--- src/rtl/morphle_cfg_loader.sv ---
`timescale 1ns/1ps
// morphle_cfg_loader
//   Wishbone-driven configuration loader for the Morphle Logic yblock.
//   Firmware pushes column words into a small FIFO through a 16-byte
//   register window. Each word is driven onto cfg_cbit_o and strobed into
//   the yblock with a timed confclk pulse. The pulse has T_SETUP cycles of
//   setup, T_PULSE cycles high and T_HOLD cycles of hold.
//
//   Ports
//     wb_clk_i, wb_rst_ni    clock, async active-low reset
//     wbs_*                  Wishbone slave (stb/cyc/we/sel/adr/dat in, ack/dat out)
//     cfg_reset_o            yblock reset level (CTRL.b0), 1 out of reset
//     cfg_confclk_o          yblock confclk strobe
//     cfg_cbit_o             yblock cbitin column word
//     cfg_cbit_i             yblock cbitout, captured only with readback
//
//   Register map (adr[3:2])
//     0 CTRL    W: b0 reset level, b1 ABORT, b2 CLR_FLAGS   R: b0
//     1 STATUS  R: b0 busy, b1 done, b2 overflow, b3 full, b4 empty, b15:8 count
//     2 DATA    W: push dat[BW-1:0] when sel[1:0]==2'b11
//     3 RDBK    R: last captured cbitout (0 unless CFG_READBACK_EN)
//
//   Build option: define CFG_READBACK_EN to capture cfg_cbit_i on every
//   confclk falling edge into RDBK.
module morphle_cfg_loader #(
  parameter int          BLOCKWIDTH = 16,
  parameter int          CHAIN_LEN  = 48,
  parameter int          FIFO_DEPTH = 4,
  parameter int          T_SETUP    = 2,
  parameter int          T_PULSE    = 2,
  parameter int          T_HOLD     = 2,
  parameter logic [31:0] BASE_ADR   = 32'h3000_0000
) (
  input  logic                  wb_clk_i,
  input  logic                  wb_rst_ni,
  input  logic                  wbs_stb_i,
  input  logic                  wbs_cyc_i,
  input  logic                  wbs_we_i,
  input  logic [3:0]            wbs_sel_i,
  input  logic [31:0]           wbs_adr_i,
  input  logic [31:0]           wbs_dat_i,
  output logic                  wbs_ack_o,
  output logic [31:0]           wbs_dat_o,
  output logic                  cfg_reset_o,
  output logic                  cfg_confclk_o,
  output logic [BLOCKWIDTH-1:0] cfg_cbit_o,
  input  logic [BLOCKWIDTH-1:0] cfg_cbit_i
);

  localparam int            AW      = $clog2(FIFO_DEPTH);
  localparam logic [AW:0]   DEPTH_L = (AW+1)'(FIFO_DEPTH);
  localparam logic [7:0]    CHAIN_L = 8'(CHAIN_LEN);

  typedef enum logic [1:0] {IDLE, SETUP, HIGH, HOLD} state_t;

  state_t                state;
  logic [7:0]            tmr;
  logic [7:0]            count;
  logic                  done, ovf;

  // ---------------------------------------------------------------- bus decode
  logic       hit, acc, wr;
  logic [1:0] ridx;
  logic       wr_ctrl, abort, clr, push_req;

  assign hit      = wbs_stb_i & wbs_cyc_i & (wbs_adr_i[31:4] == BASE_ADR[31:4]);
  // One action per transaction: the cycle the ack is being raised.
  assign acc      = hit & ~wbs_ack_o;
  assign wr       = acc & wbs_we_i;
  assign ridx     = wbs_adr_i[3:2];
  assign wr_ctrl  = wr & (ridx == 2'd0);
  assign abort    = wr_ctrl & wbs_dat_i[1];
  assign clr      = wr_ctrl & wbs_dat_i[2];
  assign push_req = wr & (ridx == 2'd2) & (wbs_sel_i[1:0] == 2'b11);

  // ---------------------------------------------------------------- FIFO
  logic [BLOCKWIDTH-1:0] mem [FIFO_DEPTH];
  logic [AW:0]           wp, rp, occ;
  logic                  fifo_empty, fifo_full;
  logic                  tlast, pop, push, ovf_set;

  assign occ        = wp - rp;
  assign fifo_empty = (occ == '0);
  assign fifo_full  = (occ == DEPTH_L);

  always_comb begin
    tlast = 1'b0;
    case (state)
      SETUP:   tlast = (tmr == 8'(T_SETUP - 1));
      HIGH:    tlast = (tmr == 8'(T_PULSE - 1));
      HOLD:    tlast = (tmr == 8'(T_HOLD - 1));
      default: tlast = 1'b0;
    endcase
  end

  // New words are only taken while the yblock is released; a sequence
  // already running finishes regardless of the reset level.
  assign pop     = ~abort & ~fifo_empty & ~cfg_reset_o &
                   ((state == IDLE) | ((state == HOLD) & tlast));
  // A full FIFO still takes a word if a slot frees up in the same cycle.
  assign push    = push_req & (~fifo_full | pop);
  assign ovf_set = push_req & fifo_full & ~pop;

  always_ff @(posedge wb_clk_i or negedge wb_rst_ni) begin
    if (!wb_rst_ni) begin
      wp <= '0;
      rp <= '0;
    end else if (abort) begin
      wp <= '0;
      rp <= '0;
    end else begin
      if (push) wp <= wp + 1'b1;
      if (pop)  rp <= rp + 1'b1;
    end
  end

  always_ff @(posedge wb_clk_i) begin
    if (push) mem[wp[AW-1:0]] <= wbs_dat_i[BLOCKWIDTH-1:0];
  end

  // ---------------------------------------------------------------- player FSM
  logic [7:0] cnt_nx;
  assign cnt_nx = count + 8'd1;

  always_ff @(posedge wb_clk_i or negedge wb_rst_ni) begin
    if (!wb_rst_ni) begin
      state         <= IDLE;
      tmr           <= '0;
      count         <= '0;
      done          <= 1'b0;
      ovf           <= 1'b0;
      cfg_confclk_o <= 1'b0;
      cfg_cbit_o    <= '0;
    end else begin
      if (clr)     ovf <= 1'b0;
      if (ovf_set) ovf <= 1'b1;
      if (clr)     done <= 1'b0;
      if (abort) begin
        state         <= IDLE;
        tmr           <= '0;
        count         <= '0;
        cfg_confclk_o <= 1'b0;
      end else begin
        case (state)
          IDLE: begin
            tmr <= '0;
            if (pop) begin
              cfg_cbit_o <= mem[rp[AW-1:0]];
              state      <= SETUP;
            end
          end
          SETUP: begin
            if (tlast) begin
              tmr           <= '0;
              state         <= HIGH;
              cfg_confclk_o <= 1'b1;
            end else tmr <= tmr + 8'd1;
          end
          HIGH: begin
            if (tlast) begin
              tmr           <= '0;
              state         <= HOLD;
              cfg_confclk_o <= 1'b0;
            end else tmr <= tmr + 8'd1;
          end
          HOLD: begin
            if (tlast) begin
              tmr <= '0;
              // A completed chain sets done even if CLR_FLAGS lands now.
              if (cnt_nx == CHAIN_L) begin
                count <= '0;
                done  <= 1'b1;
              end else count <= cnt_nx;
              if (pop) begin
                cfg_cbit_o <= mem[rp[AW-1:0]];
                state      <= SETUP;
              end else state <= IDLE;
            end else tmr <= tmr + 8'd1;
          end
          default: state <= IDLE;
        endcase
      end
    end
  end

  // ---------------------------------------------------------------- readback
  logic [31:0] rdbk_val;
`ifdef CFG_READBACK_EN
  logic [BLOCKWIDTH-1:0] rdbk;
  always_ff @(posedge wb_clk_i or negedge wb_rst_ni) begin
    if (!wb_rst_ni)                       rdbk <= '0;
    else if (abort)                       rdbk <= '0;
    else if ((state == HIGH) && tlast)    rdbk <= cfg_cbit_i;
  end
  assign rdbk_val = 32'(rdbk);
  logic unused_bits;
  assign unused_bits = ^{wbs_adr_i[1:0], wbs_sel_i[3:2], wbs_dat_i};
`else
  assign rdbk_val = '0;
  logic unused_bits;
  assign unused_bits = ^{wbs_adr_i[1:0], wbs_sel_i[3:2], wbs_dat_i, cfg_cbit_i};
`endif

  // ---------------------------------------------------------------- registers / response
  logic [31:0] status, rd_val;
  assign status = {16'b0, count, 3'b0, fifo_empty, fifo_full, ovf, done, (state != IDLE)};

  always_comb begin
    rd_val = '0;
    case (ridx)
      2'd0:    rd_val = {31'b0, cfg_reset_o};
      2'd1:    rd_val = status;
      2'd3:    rd_val = rdbk_val;
      default: rd_val = '0;
    endcase
  end

  always_ff @(posedge wb_clk_i or negedge wb_rst_ni) begin
    if (!wb_rst_ni) begin
      wbs_ack_o   <= 1'b0;
      wbs_dat_o   <= '0;
      cfg_reset_o <= 1'b1;
    end else begin
      wbs_ack_o <= acc;
      wbs_dat_o <= (acc & ~wbs_we_i) ? rd_val : 32'h0;
      if (wr_ctrl) cfg_reset_o <= wbs_dat_i[0];
    end
  end

endmodule

--- config.mk ---
export PLATFORM = sky130hd
export DESIGN_NAME = morphle_cfg_loader
export DESIGN_NICKNAME = d
export VERILOG_FILES = /design/src/rtl/morphle_cfg_loader.sv
export SDC_FILE = /design/constraint.sdc
export NUM_CORES = 1
export LEC_CHECK = 0
export ABC_AREA = 0
export CORE_MARGIN = 4
export CORE_UTILIZATION = 50
export DETAILED_ROUTE_END_ITERATION = 16
export GPL_TIMING_DRIVEN = 0
export PLACE_DENSITY = 0.9
export SLEW_MARGIN = 10
export SYNTH_ARGS = -nofsm -noshare
export SYNTH_HDL_FRONTEND = slang
export SYNTH_SLANG_ARGS = --single-unit
--- constraint.sdc ---
create_clock -name wb_clk_i -period 11.2 [get_ports wb_clk_i]
set_input_delay 2.24 -clock wb_clk_i [delete_from_list [all_inputs] [get_ports wb_clk_i]]
set_output_delay 2.24 -clock wb_clk_i [all_outputs]
set_load 0.02 [all_outputs]
# == Yosys cells after proc, flatten, opt, wreduce, memory -nomap -nowiden ==
# Memories as Yosys holds them, arrays and structs flattened.
# Cells that the tools add are included.
# totals
ff_bits,77
mem_bits_rw,64
output_inout_bits,51
n_memories,1
# op_classes
add_sub_neg,5
eq_ne,15
n_mux,37
bitwise_logic,26
n_reduce_logical,16
# memory_table
memory,depth,width,read_ports,rd_clocked_by_memory_dff,write_ports,line_no,text
mem,4,16,1,0,1,77,logic [BLOCKWIDTH-1:0] mem [FIFO_DEPTH];
# op_table
op,count
one-hot mux 16 bit (2 select lines),2
2-to-1 mux 8 bit,6
2-to-1 mux 16 bit,2
2-to-1 mux 32 bit,1
equality test 28 x 26 -> 1 bit (second input constant),1
bitwise AND 1 bit,17
adder 8 x 1 -> 8 bit (second input constant),2
one-hot mux 8 bit (2 select lines),1
2-to-1 mux 1 bit,14
nonzero test 2 bit,7
2-to-1 mux 3 bit,4
!= test 3 bit (second input constant),4
2-to-1 mux 2 bit,5
equality test 2 bit (second input constant),4
equality test 8 x 1 -> 1 bit (second input constant),1
equality test 8 x 6 -> 1 bit (second input constant),1
one-hot mux 2 bit (4 select lines),1
inverter 1 bit,7
adder 3 x 1 -> 3 bit (second input constant),2
AND reduction 3 bit,2
equality test 2 x 1 -> 1 bit (second input constant),2
logical NOT 2 bit,2
AND reduction 4 bit,1
equality test 3 bit (second input constant),1
8 further kinds,9

# == Depth between registers and ports, before layout ==
# Gate-level depths: netlist of run 1.
# depth
depth_word,14
ltp_mapped,10
depth_no_buf,7

# == Least setup slack after synthesis of run 1 ==
# No wires, ideal clock.
# synth_timing
kind,in2reg
startpoint,input wbs_adr_i[12]
endpoint,memory mem[3][0] (enable)
setup_ns,0.433
t_arrival_ns,4.848
required_time_ns,10.767
setup_slack_ns,5.919
stages,5
path_buffers,1
path_cell_list,nor4_1 > nand4_1 > or2_2 > clkbuf_1 > nor4_1
# synth_between
elab_chain_cells,14
elab_cells_between_ends,16
# synth_rtl
item,line_no,text
"start, declared",40,"input logic [31:0] wbs_adr_i,"
equality test 28 x 26 -> 1 bit *,66,assign hit = wbs_stb_i & wbs_cyc_i & (wbs_adr_i[31:4] == BASE_ADR[31:4]);
bitwise AND 1 bit *,66,
bitwise AND 1 bit *,68,assign acc = hit & ~wbs_ack_o;
bitwise AND 1 bit *,69,assign wr = acc & wbs_we_i;
bitwise AND 1 bit,71,assign wr_ctrl = wr & (ridx == 2'd0);
bitwise AND 1 bit,72,assign abort = wr_ctrl & wbs_dat_i[1];
inverter 1 bit (no source line),n/a,
bitwise AND 1 bit (3 in series),98,assign pop = ~abort & ~fifo_empty & ~cfg_reset_o &
OR 1 bit,101,assign push = push_req & (~fifo_full | pop);
bitwise AND 1 bit *,101,
2-to-1 mux 1 bit *,118,if (push) mem[wp[AW-1:0]] <= wbs_dat_i[BLOCKWIDTH-1:0];
2-to-1 mux 1 bit (implied by the code) *,118,
"end, declared",77,
# Every way passes the cells marked *; elsewhere a longest branch is shown, timed or not.

# == Worst setup path in the final report of run 1 ==
# layout_timing
startpoint,input wbs_adr_i[4]
endpoint,memory mem[0][0] (enable)
# The elaborated chain is that of the path after synthesis.

==> results of run 1 <==
==> cells by family after synthesis <==
group	after synthesis	synth area share
simple gates	99	0.109
xor+xnor	15	0.0245
compound gates	28	0.0403
mux	37	0.114
flops	122	0.628
other cells	1	0.000698
buf+inv	41	0.0505
fa+ha+maj	14	0.0326
==> critical path, cell delays in order <==
cell and delay (ps):
clkdlybuf4s50_1 400, nor4_1 320, nand4_1 240, or2_2 340, clkbuf_1 180, nor3_1 460, and2_1 800
==> cell type report <==
class / count / share of cell area
clock inverter: 14 / 0.0211
sequential: 122 / 0.479
timing repair buffer: 86 / 0.121
multi-input combinational: 212 / 0.255
inverter: 11 / 0.00586
clock buffer: 18 / 0.0607
tap: 136 / 0.0242
buffer: 30 / 0.0327
==> final timing paths <==
| kind | cells past startpoint | end | slack (ps) | startpoint |
|---|---|---|---|---|
| worst min register to register | 1 | done | 490 | done |
| worst max-delay path | 7 | mem[0][0] | 6370 | wbs_adr_i[4] |
| worst min-delay path | 1 | done | 490 | done |
| min in group asynchronous | 1 | wbs_dat_o[8] | 1780 | wb_rst_ni |
| max in group asynchronous | 1 | wp[1] | 8920 | wb_rst_ni |
| worst max register to register | 9 | mem[0][0] | 7930 | rp[1] |
==> sequential cells by signal, summed over array words and instances, names as in the netlist <==
register / cells
cfg_reset_o: 1
mem: 64
state: 2
cfg_confclk_o: 1
tmr: 8
wp: 3
cfg_cbit_o: 16
done: 1
wbs_ack_o: 1
ovf: 1
wbs_dat_o: 13
rp: 3
count: 8
==> where the power goes <==
part / switching (mW) / internal (mW)
logic: 0.118 / 0.143
registers: 0.0215 / 0.508
clock network: 0.198 / 0.322
==> metal layers <==
layer  wire length [um]  part of all wire  up-vias
met2               5810              0.52      182
met3                835             0.075       32
met1               4100              0.37     1609
met4                327             0.030        0
li1                   -                 -     1541
met5                  0                 0        -
==> cell usage in the layout, fill, tap and decap left out, types with 3 or more instances in the layout <==
cell / n
nand4_1: 5
ha_1: 14
clkdlybuf4s50_1: 83
dfrtp_1: 57
inv_1: 11
xnor2_1: 6
nor3_1: 5
clkbuf_16: 16
and3_1: 4
mux2i_1: 4
nand3_1: 9
clkinv_4: 4
mux2_2: 17
mux4_2: 11
buf_4: 22
clkbuf_1: 5
nor2_1: 20
conb_1: 19
clkinv_2: 3
edfxtp_1: 64
nor4_1: 9
clkinvlp_4: 4
o21ai_0: 5
xor2_1: 9
a21oi_1: 8
mux4_1: 5
clkbuf_8: 5
and2_1: 16
nand2_1: 9
==> metrics by stage <==
step / hold WS (ps) / setup WS, ps / cell area [um2] / cells
after global routing: 533 / 6140 / 7050 / 629
after floorplan: 448 / 5920 / 5440 / 375
final: 491 / 6370 / 7050 / 629
after detailed placement: 477 / 5830 / 6470 / 597
after global placement: 474 / 4050 / 6450 / 595
after CTS: 490 / 6350 / 7050 / 629
==> impl_metrics.tcl, run 1 <==
set metrics [dict create \
    postSynthAreaPerCell_um2 15.0 \
    setup_viol 0 \
    synth_top_area_share 0.358 \
    cts_sinks 122 \
    cts_buffers 17 \
    route.detailed.drc 0 \
    hp-class "reg -> reg" \
    slew_violations 0 \
    period_share 0.431 \
    status "complete, no violations" \
    grt_antenna_before_repair 0 \
    yosysMostFrequentCell "edfxtp_1" \
    syn_area_um2 5370 \
    wire_per_inst_um 17.6 \
    synthTopCellsByCount "edfxtp_1, dfrtp_1, nor2_1" \
    critPathArrivalTime_ps 4980 \
    track_usage 0.186 \
    multi_input_area_um2 1800 \
    utilization 0.676 \
    max-vdd-ir-drop_mv 0.107 \
    first_pass_iters 5 \
    clk_path_buf_depth 2 \
    grt_max_degree 59 \
    worstPathMaxFanout 16 \
    synth_edf_count 64 \
    drt-total-wl_mm 11.1 \
    core_area_um2 10400 \
    yosys.area.top_type "edfxtp_1" \
    path_clk_slew_ps 60 \
    post_cts_resized 0 \
    worstMarginPinSlew_ps 921 \
    worstSetupEndpointType "register" \
    diodes 0 \
    slew_headroom 0.381 \
    grt_pass1_wl_mm 18.1 \
    regArea_um2 3370 \
    synth-main-ff-cell "edfxtp_1" \
    ant_nets 0 \
    yosysSeqAreaShare 0.628 \
    met2_usage 0.330 \
    n_fill_cell 671 \
    start_util 0.516 \
    dp_hpwl_mm 7.26 \
    critPathRequiredTime_ps 11340 \
    ys_ff_latch 122 \
    grt-ovfl-total 0 \
    p_leak_nw 2.72 \
    io_buffers 84 \
    postSynthCellCount 357 \
    cts_setup_buffers 0 \
    num_vias 3364 \
    place.gp.congestion 0.814 \
    die-area_um2 12500 \
    setup-tns-final_ps 0 \
    cts_max_level 4 \
    cts_tree "built" \
    rows 37 \
    cts_hold_buffers 0 \
    synth_cell_types 58 \
    ys_top_cells_by_area "edfxtp_1, dfrtp_1, mux4_2" \
    power_density_nw_per_um2 186 \
    async_flop_share 0.475 \
    grt_pass1_vias 3590 \
    root_buffer "clkbuf_8" \
    period_minus_slack_ps 4830 \
    ios 140 \
    yosysWarnings 0 \
    crit_type "in -> reg" \
    gr-usage-met3 0.0478 \
    finalHoldViolCount 0 \
    drt_iter0_markers 330 \
    drive_gt1_frac 0.209 \
    rsz0062_at_grt "false" \
    routed_via_density 5.35 \
    total_power_mw 1.31 \
    fmax_ghz 0.207 \
    grt.busiest_layer "met2" \
    clkLatencyLatePin_ps 530 \
    dieHeight_um 112 \
    grt_util_met1 0.209 \
    nets 583 \
    critPathLaunchType "input port" \
    area_growth_pct 31.2 \
    cap_viol_max_count 0 \
    fp.dieW_um 112 \
    fin_skew_ps 8.92 \
]
No activity file was read; power rests on OpenSTA's default activity.
==> run 2: changes to the inputs <==
--- a/config.mk
+++ b/config.mk
@@ -7,10 +7,10 @@
 export LEC_CHECK = 0
 export ABC_AREA = 0
 export CORE_MARGIN = 4
-export CORE_UTILIZATION = 50
+export CORE_UTILIZATION = 44
 export DETAILED_ROUTE_END_ITERATION = 16
 export GPL_TIMING_DRIVEN = 0
-export PLACE_DENSITY = 0.9
+export PLACE_DENSITY = 0.84
 export SLEW_MARGIN = 10
 export SYNTH_ARGS = -nofsm -noshare
 export SYNTH_HDL_FRONTEND = slang
==> constraint.sdc (replaced) <==
create_clock -name wb_clk_i -period 4.1 [get_ports wb_clk_i]
set_input_delay 0.82 -clock wb_clk_i [delete_from_list [all_inputs] [get_ports wb_clk_i]]
set_output_delay 0.82 -clock wb_clk_i [all_outputs]
set_load 0.02 [all_outputs]
==> impl_metrics.tcl, run 2 (synthesis gave the netlist of run 1 again) <==
set metrics [dict create \
    critPathRequiredTime_ps 4130 \
    utilization 0.588 \
    rows 40 \
    worstPathMaxFanout 16 \
    first_pass_iters 4 \
    cts_buffers 17 \
    dp_slack_ps 119 \
    finalHoldViolCount 0 \
    place.gp.congestion 0.785 \
    grt-ovfl-total 0 \
    layout.cells.most_common "clkdlybuf4s50_1" \
    largest_register_ff_count 64 \
    drive_gt1_frac 0.196 \
    path_clk_slew_ps 50 \
    n_fill_cell 902 \
    cts_setup_buffers 0 \
    crit_type "in -> reg" \
    cts_max_level 4 \
    cap_viol_max_count 0 \
    clk_path_buf_depth 2 \
    post_cts_resized 0 \
    p_leak_nw 2.72 \
    wire_per_inst_um 16.7 \
    fp.dieW_um 118 \
    grt_max_degree 59 \
    setup_viol 0 \
    max-vdd-ir-drop_mv 0.284 \
    critPathLaunchType "input port" \
    nets 584 \
    start_util 0.449 \
    hp-class "in -> async" \
    worstSetupEndpointType "register" \
    clkLatencyLatePin_ps 410 \
    slew_violations 0 \
    setup-tns-final_ps 0 \
    grt_antenna_before_repair 0 \
    root_buffer "clkbuf_16" \
    period_share 0.858 \
    power_density_nw_per_um2 504 \
    mostFrequentLayoutCells "clkdlybuf4s50_1, edfxtp_1, dfrtp_1, buf_4, nor2_1" \
    track_usage 0.161 \
    period_minus_slack_ps 3520 \
    setup_slack_ps 583 \
    reg2reg_slack_ps 910 \
    cts_sinks 122 \
    grt_pass1_wl_mm 17.7 \
    dp_hpwl_mm 7.23 \
    worstMarginPinSlew_ps 899 \
    cts_hold_buffers 0 \
    fmax_ghz 0.284 \
    grt_pass1_vias 3550 \
    die-area_um2 14000 \
    ant_nets 0 \
    route.detailed.drc 0 \
    routed_via_density 5.19 \
    num_vias 3329 \
    drt_iter0_markers 235 \
    drt-total-wl_mm 10.7 \
    status "complete, no violations" \
    ios 140 \
    diodes 0 \
    slew_headroom 0.401 \
    area_growth_pct 31.1 \
    rsz0062_at_grt "false" \
    dieHeight_um 118 \
    critPathArrivalTime_ps 3550 \
    core_area_um2 12000 \
    io_buffers 84 \
    cts_tree "built" \
    fin_skew_ps 8.51 \
]
-- run 2: critical path: stages --
cell and delay, ps:
clkdlybuf4s50_1 440, nor4bb_1 280, nand4_1 260, or2_2 360, clkbuf_1 170, nor3_1 420
and2_1 790
-- run 2: layout make-up --
cell class                 count  area [um2]  area share
tap                          147         184      0.0261
buffer                        30         230      0.0327
sequential                   122        3370       0.479
clock inverter                10         101      0.0144
multi-input combinational    212        1800       0.256
clock buffer                  22         444      0.0631
timing repair buffer          87         865       0.123
inverter                      11        41.3     0.00587
-- run 2: path summary, 6_finish.rpt --
check                          start        endpoint  depth (start not counted)
max                        wbs_cyc_i       mem[0][1]                          7
min                        wb_rst_ni  cfg_cbit_o[10]                          1
max reg2reg                   tmr[1]       mem[0][1]                          7
min reg2reg                      ovf    wbs_dat_o[2]                          1
max in group asynchronous  wb_rst_ni             ovf                          1
min in group wb_clk_i            ovf    wbs_dat_o[2]                          1
-- run 2: stage by stage --
step	cells	total power, mW	area, um2	hold slack, ps
after floorplan	375	1.88	5440	448
after global placement	606	2.16	6460	469
after detailed placement	609	2.19	6490	495
after CTS	641	3.58	7040	497
after global routing	641	3.68	7040	521
final	641	3.55	7040	476
-- run 2: routing by layer --
| layer | share of wire | up-vias | track usage |
|---|---|---|---|
| met4 | 0.025 | 0 | 0.0724 |
| met5 | 0 | - | 0 |
| li1 | - | 1554 | - |
| met3 | 0.057 | 24 | 0.0478 |
| met2 | 0.51 | 117 | 0.268 |
| met1 | 0.41 | 1634 | 0.195 |
-- run 2: where the power goes --
| group | internal, mW | switching (mW) | leakage, nW |
|---|---|---|---|
| combinational | 0.392 | 0.325 | 1.13 |
| clock | 0.883 | 0.499 | 0.270 |
| sequential | 1.39 | 0.0589 | 1.32 |
| total | 2.67 | 0.883 | 2.72 |
